File: config.mk
export PLATFORM = sky130hd
export DESIGN_NAME = fact_accel
export DESIGN_NICKNAME = d
export VERILOG_FILES = /design/src/rtl/fact_pkg.sv /design/src/rtl/fact_cu.sv /design/src/rtl/fact_dp.sv /design/src/rtl/fact_accel.sv
export SDC_FILE = /design/constraint.sdc
export NUM_CORES = 1
export LEC_CHECK = 0
export CORE_ASPECT_RATIO = 2
export CORE_MARGIN = 2
export CORE_UTILIZATION = 28
export CTS_CLUSTER_DIAMETER = 80
export DETAILED_ROUTE_END_ITERATION = 12
export GPL_TIMING_DRIVEN = 0
export MAX_ROUTING_LAYER = met4
export PLACE_DENSITY_LB_ADDON = 0.15
export SLEW_MARGIN = 20
export SYNTH_ARGS = -nofsm -noshare
export SYNTH_HDL_FRONTEND = slang
export SYNTH_SLANG_ARGS = --single-unit
File: constraint.sdc
create_clock -name Clk -period 4.2 [get_ports Clk]
set_input_delay 0.63 -clock Clk [delete_from_list [all_inputs] [get_ports Clk]]
set_output_delay 0.63 -clock Clk [all_outputs]
set_load 0.1 [all_outputs]
File: src/rtl/fact_pkg.sv
// Shared definitions for the factorial accelerator: register offsets,
// control FSM encodings and the default largest n whose factorial fits in 32 bits.
package fact_pkg;

    localparam logic [1:0] ADDR_N      = 2'd0;
    localparam logic [1:0] ADDR_GO     = 2'd1;
    localparam logic [1:0] ADDR_STATUS = 2'd2;
    localparam logic [1:0] ADDR_RESULT = 2'd3;

    localparam int unsigned FACT_N_MAX = 32'd12;

    typedef enum logic [1:0] {
        ST_IDLE  = 2'd0,
        ST_LOAD  = 2'd1,
        ST_MULT  = 2'd2,
        ST_ERROR = 2'd3
    } fact_state_e;

endpackage

File: src/rtl/fact_cu.sv
// Control unit: state register plus next-state and enable decode.
// Go commands are only honoured in IDLE, which also covers a go on the done edge.
module fact_cu
    import fact_pkg::*;
(
    input  logic       clk,
    input  logic       reset,
    input  logic       we,
    input  logic [1:0] a,
    input  logic       wd0,
    input  logic       cnt_gt1,
    input  logic       n_gt_max,
    output logic       load_en,
    output logic       dec_en,
    output logic       mul_en,
    output logic       commit_en,
    output logic       err_en,
    output logic       busy
);

    fact_state_e state_r;
    fact_state_e state_nxt_s;
    logic        go_s;

    assign go_s = we & (a == ADDR_GO) & wd0;

    // State register with synchronous reset
    always_ff @(posedge clk) begin
        if (reset) begin
            state_r <= ST_IDLE;
        end else begin
            state_r <= state_nxt_s;
        end
    end

    // Next-state and datapath enable decode
    always_comb begin
        state_nxt_s = state_r;
        load_en     = 1'b0;
        dec_en      = 1'b0;
        mul_en      = 1'b0;
        commit_en   = 1'b0;
        err_en      = 1'b0;
        busy        = 1'b1;
        case (state_r)
            ST_IDLE: begin
                busy = 1'b0;
                if (go_s) begin
                    state_nxt_s = ST_LOAD;
                end else begin
                    state_nxt_s = ST_IDLE;
                end
            end
            ST_LOAD: begin
                load_en = 1'b1;
                if (n_gt_max) begin
                    state_nxt_s = ST_ERROR;
                end else begin
                    state_nxt_s = ST_MULT;
                end
            end
            ST_MULT: begin
                if (cnt_gt1) begin
                    mul_en      = 1'b1;
                    dec_en      = 1'b1;
                    state_nxt_s = ST_MULT;
                end else begin
                    commit_en   = 1'b1;
                    state_nxt_s = ST_IDLE;
                end
            end
            ST_ERROR: begin
                err_en      = 1'b1;
                state_nxt_s = ST_IDLE;
            end
            default: begin
                busy        = 1'b0;
                state_nxt_s = ST_IDLE;
            end
        endcase
    end

endmodule

File: src/rtl/fact_dp.sv
// Datapath: operand, counter, running product, result and status flags,
// the 32x4 multiplier, the comparators feeding the control unit and the read mux.
module fact_dp
    import fact_pkg::*;
#(
    parameter int unsigned N_MAX = FACT_N_MAX
) (
    input  logic        clk,
    input  logic        reset,
    input  logic        we,
    input  logic [1:0]  a,
    input  logic [3:0]  wd_n,
    input  logic        busy,
    input  logic        load_en,
    input  logic        dec_en,
    input  logic        mul_en,
    input  logic        commit_en,
    input  logic        err_en,
    output logic        cnt_gt1,
    output logic        n_gt_max,
    output logic [31:0] rd
);

    localparam logic [4:0] NMAX_CMP = 5'(N_MAX);

    logic [3:0]  n_r;
    logic [3:0]  cnt_r;
    logic [31:0] prod_r;
    logic [31:0] result_r;
    logic        done_r;
    logic        err_r;
    logic [31:0] prod_mul_s;

    // Truncation is harmless: N_MAX keeps every valid product within 32 bits
    assign prod_mul_s = prod_r * {28'd0, cnt_r};
    assign cnt_gt1    = (cnt_r > 4'd1);
    assign n_gt_max   = ({1'b0, n_r} > NMAX_CMP);

    // Operand register; frozen while a computation is in flight
    always_ff @(posedge clk) begin
        if (reset) begin
            n_r <= 4'd0;
        end else if (we && !busy && (a == ADDR_N)) begin
            n_r <= wd_n;
        end else begin
            n_r <= n_r;
        end
    end

    // Counter and running product
    always_ff @(posedge clk) begin
        if (reset) begin
            cnt_r  <= 4'd0;
            prod_r <= 32'd0;
        end else if (load_en) begin
            cnt_r  <= n_r;
            prod_r <= 32'd1;
        end else begin
            cnt_r  <= dec_en ? (cnt_r - 4'd1) : cnt_r;
            prod_r <= mul_en ? prod_mul_s : prod_r;
        end
    end

    // Result and status flags, held until the next accepted go
    always_ff @(posedge clk) begin
        if (reset) begin
            result_r <= 32'd0;
            done_r   <= 1'b0;
            err_r    <= 1'b0;
        end else if (load_en) begin
            result_r <= result_r;
            done_r   <= 1'b0;
            err_r    <= 1'b0;
        end else if (commit_en) begin
            result_r <= prod_r;
            done_r   <= 1'b1;
            err_r    <= err_r;
        end else if (err_en) begin
            result_r <= 32'd0;
            done_r   <= 1'b1;
            err_r    <= 1'b1;
        end else begin
            result_r <= result_r;
            done_r   <= done_r;
            err_r    <= err_r;
        end
    end

    // Combinational register read mux
    always_comb begin
        rd = 32'd0;
        case (a)
            ADDR_N:      rd = {28'd0, n_r};
            ADDR_GO:     rd = {31'd0, busy};
            ADDR_STATUS: rd = {30'd0, err_r, done_r};
            ADDR_RESULT: rd = result_r;
            default:     rd = 32'd0;
        endcase
    end

endmodule

File: src/rtl/fact_accel.sv
// Memory-mapped factorial accelerator: bus-facing wrapper that only connects
// the control unit and the datapath.
module fact_accel
    import fact_pkg::*;
#(
    parameter int unsigned N_MAX = FACT_N_MAX
) (
    input  logic        Clk,
    input  logic        reset,
    input  logic        we,
    input  logic [1:0]  A,
    input  logic [31:0] WD,
    output logic [31:0] RD
);

    logic load_en_s;
    logic dec_en_s;
    logic mul_en_s;
    logic commit_en_s;
    logic err_en_s;
    logic busy_s;
    logic cnt_gt1_s;
    logic n_gt_max_s;
    logic unused_wd_s;

    // Only WD[3:0] carries state; the rest of the bus word is don't-care
    assign unused_wd_s = ^WD[31:4];

    fact_cu u_cu (
        .clk       (Clk),
        .reset     (reset),
        .we        (we),
        .a         (A),
        .wd0       (WD[0]),
        .cnt_gt1   (cnt_gt1_s),
        .n_gt_max  (n_gt_max_s),
        .load_en   (load_en_s),
        .dec_en    (dec_en_s),
        .mul_en    (mul_en_s),
        .commit_en (commit_en_s),
        .err_en    (err_en_s),
        .busy      (busy_s)
    );

    fact_dp #(
        .N_MAX (N_MAX)
    ) u_dp (
        .clk       (Clk),
        .reset     (reset),
        .we        (we),
        .a         (A),
        .wd_n      (WD[3:0]),
        .busy      (busy_s),
        .load_en   (load_en_s),
        .dec_en    (dec_en_s),
        .mul_en    (mul_en_s),
        .commit_en (commit_en_s),
        .err_en    (err_en_s),
        .cnt_gt1   (cnt_gt1_s),
        .n_gt_max  (n_gt_max_s),
        .rd        (RD)
    );

endmodule

==> run metrics, run 1 <==
Critical Path RT 4450 ps; routed length per instance 19.9 µm; CTS tree built; final setup margin 77.7 ps; Crit. End Element flip-flop; FF-to-FF path depth 12; CP Data Arrival Time 4380 ps; die area ~0.026 mm²; fin crit share between 90% and 100%; Buffers on Ports 39; first-pass GRT wire length 39.4 mm; Leak 3.59 nW; Total Nets Final 1059; CTS Buf Count 9; Switching Share 24.9%; Hold Path Stages 2; fin area 0.00822 mm²; detailed-route wire length 25.2 mm; die height ~230 µm; Final Max Tran Viols 0; combinational power share between 3 and 4%; Synth Net Count between 1000 and 1500; syn avg cell area 7.89 µm²; Antenna Violating Nets Remaining 0; register area 0.00152 mm²; Die Span X approximately 120 µm; yosys warns 0; number of remaining DRC errors 0; GRT overflow 0; Clock Pin Slew Worst Setup and Hold Paths 70 ps; biggest area consumer among synthesized cells dfxtp_1; share of power burned in registers a little over two fifths; CTS sink count 76; largest net degree at the start of global routing 15; drt pass-1 iters 4; internal power 1.27 mW; Hold WS 452 ps; Post-synth EDFFs 0; IO Pins 69; top cell type's share of synthesized area 21.9%; number of synthesized register bits 76; core area 0.0244 mm²; Hold WC Path Type flip-flop to flip-flop; outcome finished, final reports clean; Max Cap Viol 0; top_reg_cell synth dfxtp_1; Setup crit start u_dp.cnt_r[3]; Clock Power Share between 50% and 60%; Fillers 2666; Pwr Density 205 mW/mm²; Worst setup SP type flip-flop; top cells by area, synth dfxtp_1 22%, fa_1 16%, and2_1 7.9%; Relative slew margins about 34%; Fin. Hold Viols 0; Synth-to-Final Area Change 18.3%; Critical R2R Launch u_dp.cnt_r[3]; Final Wtd Congestion 0.884; num rows roughly 80; top-count cell post-synth inv_1; placed cell area roughly 0.0078 mm²; fraction of registers with async set/reset 0%; clock skew 8.84 ps; Clk Latency, worst-skew pair 360 ps; worst hold start u_dp.done_r; Final Setup Violations 0; Ant. Diodes 0; clk root buf clkbuf_16; CP Max Fanout 10; Cell Area, Synth 0.00695 mm²; fmax 243 MHz; initial core utilization 28.4%; Max Root-Sink Buffers 2; worst-case vdd ir drop between 0.0001 and 0.00015 V; switching power total 0.419 mW; footprint of the multi-input gates 0.00491 mm²; Setup Crit Path Kind flip-flop to flip-flop; vias 6286; Distinct cells, synth 67; DR vias/cell roughly 5.0; Starting DRT DRC Count 269; RR Endpoint u_dp.prod_r[30]; share of cells above drive strength 1 6.94%; commonest cells in the netlist 116 x inv_1, 88 x and2_1, 85 x nand2_1; worst slew pin tran 989 ps; hold endpoint u_dp.done_r; vias in the first global route 6606; Place WS -692 ps; unrepaired setup endpoints after global routing yes; Seq/Total Area, Yosys a little over a fifth; initial antenna violation count 0; Post-DP HPWL 20.0 mm; Mapped Cells 880; H-tree depth reported by CTS 3; Tot GR Track Use 21.2%; clock period minus worst slack 4120 ps; R2R setup slack roughly 78 ps
## state kept, by name, indices dropped and copies added (netlist names)
signal         flops
u_dp.n_r           4
u_dp.result_r     32
u_dp.done_r        1
u_dp.prod_r       32
u_dp.err_r         1
u_cu.state_r       2
u_dp.cnt_r         4
## power by group through the flow
stage | Clock, mW | Combinational (mW) | Sequential, mW
2_1_floorplan | 0 | 0.0322 | 0.741
3_3_place_gp | 0 | 0.0608 | 0.742
3_5_place_dp | 0 | 0.0606 | 0.742
4_1_cts | 0.923 | 0.0608 | 0.725
5_1_grt | 0.948 | 0.0651 | 0.725
6_report | 0.901 | 0.0602 | 0.726
## how the worst max path moves through the flow
stage / slack [ps] / endpoint / cells past startpoint
2_1_floorplan: 510 / u_dp.prod_r[31] / 13
3_3_place_gp: -690 / u_dp.prod_r[31] / 13
3_5_place_dp: -690 / u_dp.prod_r[31] / 13
4_1_cts: 30 / u_dp.prod_r[31] / 14
5_1_grt: -70 / u_dp.prod_r[31] / 14
6_report: 80 / u_dp.prod_r[30] / 12
## kinds of logic (layout without fill, tap and decap cells)
| logic type | count (synthesis) | in the layout | synth area share (%) |
|---|---|---|---|
| simple gates | 344 | 344 | 25.4 |
| compound gates | 176 | 176 | 17.1 |
| buf+inv | 163 | 219 | 8.90 |
| fa+ha+maj | 91 | 91 | 22.6 |
| flops | 76 | 76 | 21.9 |
| xor+xnor | 20 | 20 | 2.52 |
| mux | 10 | 10 | 1.64 |
## cell type report
class | count | area share, %
clock inverter | 6 | 1.16
buffer | 45 | 2.34
timing repair buffer | 42 | 5.02
tap | 332 | 5.05
inverter | 116 | 5.30
clock buffer | 10 | 2.79
sequential | 76 | 18.5
multi-input combinational | 641 | 59.8
## metrics by stage
stage          total power [mW]  std cells  utilization (%)  TNS, ps
2_1_floorplan             0.773        880                -        0
3_3_place_gp              0.803       1251             31.7    -5980
3_5_place_dp              0.803       1251             31.7    -5620
4_1_cts                    1.71       1265             33.4        0
5_1_grt                    1.74       1268             33.6     -315
6_report                   1.69       1268             33.6        0
## worst max-delay path, stage by stage (launching register included)
cell and delay, ps:
dfxtp_1 410, buf_4 230, nand2_1 100, fa_1 510
fa_1 540, fa_1 500, nor2b_1 220, o2111ai_2 320
a311oi_2 420, o211ai_1 170, nand2_1 260, nor2_1 80
a211o_1 230
## cells in the final DEF (no fill, tap or decap), drive strengths merged, types with 7 or more instances in the layout
cell           instances
inv                  119
and2                  88
nand2                 85
dfxtp                 76
nor2                  71
fa                    57
a21oi                 46
clkbuf                42
clkdlybuf4s50         39
ha                    34
a22oi                 32
o21ai                 32
and3                  31
nand3                 18
buf                   16
xnor2                 15
nor3                  11
a21o                  11
mux2i                  8
nand4                  8
o21a                   7
a211oi                 7
## routing by layer
layer,global-route usage [%],wire (µm)
met1,20.1,8790
met2,40.3,14500
met3,2.14,495
met4,12.0,1470
met5,-,0
## repair_timing
item                       in CTS  in global routing
gates resized for setup        25                 15
setup endpoints to repair      19                 11
buffers inserted                0                  3
pin swaps                       1                  3
hold buffers                    0                  0
Note: power is estimated with default switching activity, not from simulation.
==> run 2: changes to the inputs <==
Settings changed: TNS_END_PERCENT from default to 100.
==> results of run 2 <==
The final DEF is identical to that of run 1; final timing and power are the same.
==> run 3: changes to the inputs <==
Settings changed: ABC_AREA from default to 1, HOLD_SLACK_MARGIN from default to 0.03.
==> run metrics, run 3 <==
num rows 88; fmax 252 MHz; Relative slew margins approximately a third; Max Cap Viol 0; Mapped Cells 1326; first-pass GRT wire length 39.4 mm; slowest CP cell fa_1; CP Cell Sequence clkbuf_1 > clkbuf_2 > nand2_1 > fa_1 > fa_1 > fa_1 > inv_1 > nand3_1 > nand3_1 > nand2_1 > nand2_1 > nand2_1 > nand4_1 > nand3_1 > nand2_1 > inv_1; fraction of registers with async set/reset 0%; routed length per instance 13.7 µm; Post-synth EDFFs 0; worst hold start u_dp.done_r; crit path buf inv count 4; Total Nets Final 1503; Antenna Violating Nets Remaining 0; R2R setup slack about 230 ps; Critical Path End u_dp.prod_r[24]; biggest area consumer among synthesized cells inv_1; Leak 5.11 nW; Largest regs u_dp.prod_r (32), u_dp.result_r (32); Cell Area, Synth just over 0.008 mm²; initial core utilization ~28%; Distinct cells, synth 41; Levels on crit path 16; total power draw 1.52 mW; share of cells above drive strength 1 6.02%; number of synthesized register bits 76; Starting DRT DRC Count 390; Post-DP HPWL roughly 20 mm; FF-to-FF path depth 16; CTS sink count 76; die height 245 µm; CP Max Fanout 10; Max Root-Sink Buffers 2; Setup crit start u_dp.cnt_r[1]; Worst setup SP type flip-flop; die area 0.0304 mm²; Clk Latency, worst-skew pair 340 ps; CP Data Arrival Time ~4200 ps; unrepaired setup endpoints after global routing no; CP peak stage delay approximately 550 ps; most frequent cells in the layout 432 x inv_1, 340 x nand2_1, 99 x nor2_1; Die Span X 124 µm; delay-heaviest family, CP adder cells; most frequent cell on the critical path nand2_1; core area 0.0286 mm²; DR vias/cell 4.33; Critical R2R Launch u_dp.cnt_r[1]; Final Util 32.2%; Critical Path RT approximately 4500 ps; Clock Pin Slew Worst Setup and Hold Paths about 60 ps; Tot GR Track Use 16.7%; placed cell area between 0.008 and 0.009 mm²; commonest cells in the netlist 432 x inv_1, 340 x nand2_1, 99 x nor2_1; CTS Buf Count 9; largest net degree at the start of global routing 20; Pwr Density 165 mW/mm²; yosys warns 0; top_reg_cell synth dfxtp_1; most common cell after layout, fill and taps aside inv_1; CTS tree built; Hold Buf Count CTS 0; fin area 0.00922 mm²; Setup Crit Path Kind flip-flop to flip-flop; Final Setup Violations 0; outcome finished, final reports clean; worst slew pin tran a little under 1000 ps; Synth Net Count ~1500; vias in the first global route 7688; IO Pins 69; clock skew approximately 6.3 ps; Buffers on Ports 40; GRT overflow 0; initial antenna violation count 0; Hold WC Path Type flip-flop to flip-flop; detailed-route wire length ~24 mm; RR Endpoint u_dp.prod_r[24]; top-count cell post-synth inv_1; Final Max Tran Viols 0; Ant. Diodes 0; H-tree depth reported by CTS 3; vias between 7000 and 8000; Synth-to-Final Area Change 13.9%; Seq/Total Area, Yosys between 10% and 20%; Final Wtd Congestion 0.871; clk root buf clkbuf_16; clock period minus worst slack 3970 ps; top cell type's share of synthesized area 20.0%; Setup Fix Bufs, Post-CTS 0; syn avg cell area a little over 6 µm²; worst-case vdd ir drop 0.000225 V; fin crit share 94.5%; top cells by area, synth inv_1 20%, dfxtp_1 19%, nand2_1 16%; Fin. Hold Viols 0; drt pass-1 iters 5; number of remaining DRC errors 0; Crit. End Element flip-flop
## run 3: cell count changes after synthesis, sizes merged, moves of 33 or more
cell	delta
nand3	+41
o22ai	+33
and2	-83
inv	+323
nand2	+265
nor2	+44
## run 3: kinds of logic (layout without fill, tap and decap cells)
family	after synthesis	in the layout	share of synthesized area [%]
AND/OR/NAND/NOR	544	544	28.4
buffers and inverters	476	529	23.0
AO/OA/AOI/OAI	128	128	9.30
adder cells (fa/ha/maj)	91	91	19.3
flip-flops	76	76	18.8
XOR/XNOR	11	11	1.19
## run 3: worst min-delay path by stage
stage / cells past startpoint / slack (ps) / endpoint
2_1_floorplan: 2 / 430 / u_dp.done_r
3_3_place_gp: 2 / 450 / u_dp.done_r
3_5_place_dp: 2 / 460 / u_dp.done_r
4_1_cts: 2 / 480 / u_dp.done_r
5_1_grt: 2 / 510 / u_dp.n_r[0]
6_report: 2 / 470 / u_dp.done_r
## run 3: layout make-up
| cell class | count | area (µm²) |
|---|---|---|
| timing repair buffer | 40 | 400 |
| inverter | 439 | 1650 |
| tap | 360 | 450 |
| clock buffer | 13 | 260 |
| clock inverter | 2 | 10.0 |
| sequential | 76 | 1520 |
| fill | 3256 | 19400 |
| buffer | 35 | 214 |
| multi-input combinational | 774 | 4710 |
## run 3: metrics by stage
stage | cells | setup slack [ps] | hold WS [ps] | TNS, ps
2_1_floorplan | 1326 | 811 | 429 | 0
3_3_place_gp | 1726 | -300 | 451 | -1730
3_5_place_dp | 1726 | -339 | 461 | -2320
4_1_cts | 1739 | 107 | 475 | 0
5_1_grt | 1739 | 8.42 | 507 | 0
6_report | 1739 | 229 | 470 | 0
## run 3: what timing repair did
item	4_1_cts	5_1_grt
gates cloned	0	0
setup endpoints to repair	17	9
resized for setup	1	8
## run 3: worst register-to-register path: cells and delay by family, from the launching register on
family / cells / cell delay, ps
DFF: 1 / 300
and+or+nand+nor: 9 / 1180
buffers and inverters: 4 / 880
adders and majority gates: 3 / 1510
## run 3: per-layer routing
metal	global-route usage [%]	vias up	share of wire, %
met5	-	-	0
met4	6.84	0	3.2
met3	1.71	36	2.3
met2	27.9	119	48
met1	20.5	3454	47
li1	-	3917	-
## run 3: power by group
part / internal (mW) / total, mW / leakage [nW] / switching (mW)
clock: 0.428 / 0.733 / 0.135 / 0.305
sequential: 0.724 / 0.727 / 0.612 / 0.00260
combinational: 0.0179 / 0.0596 / 4.37 / 0.0416
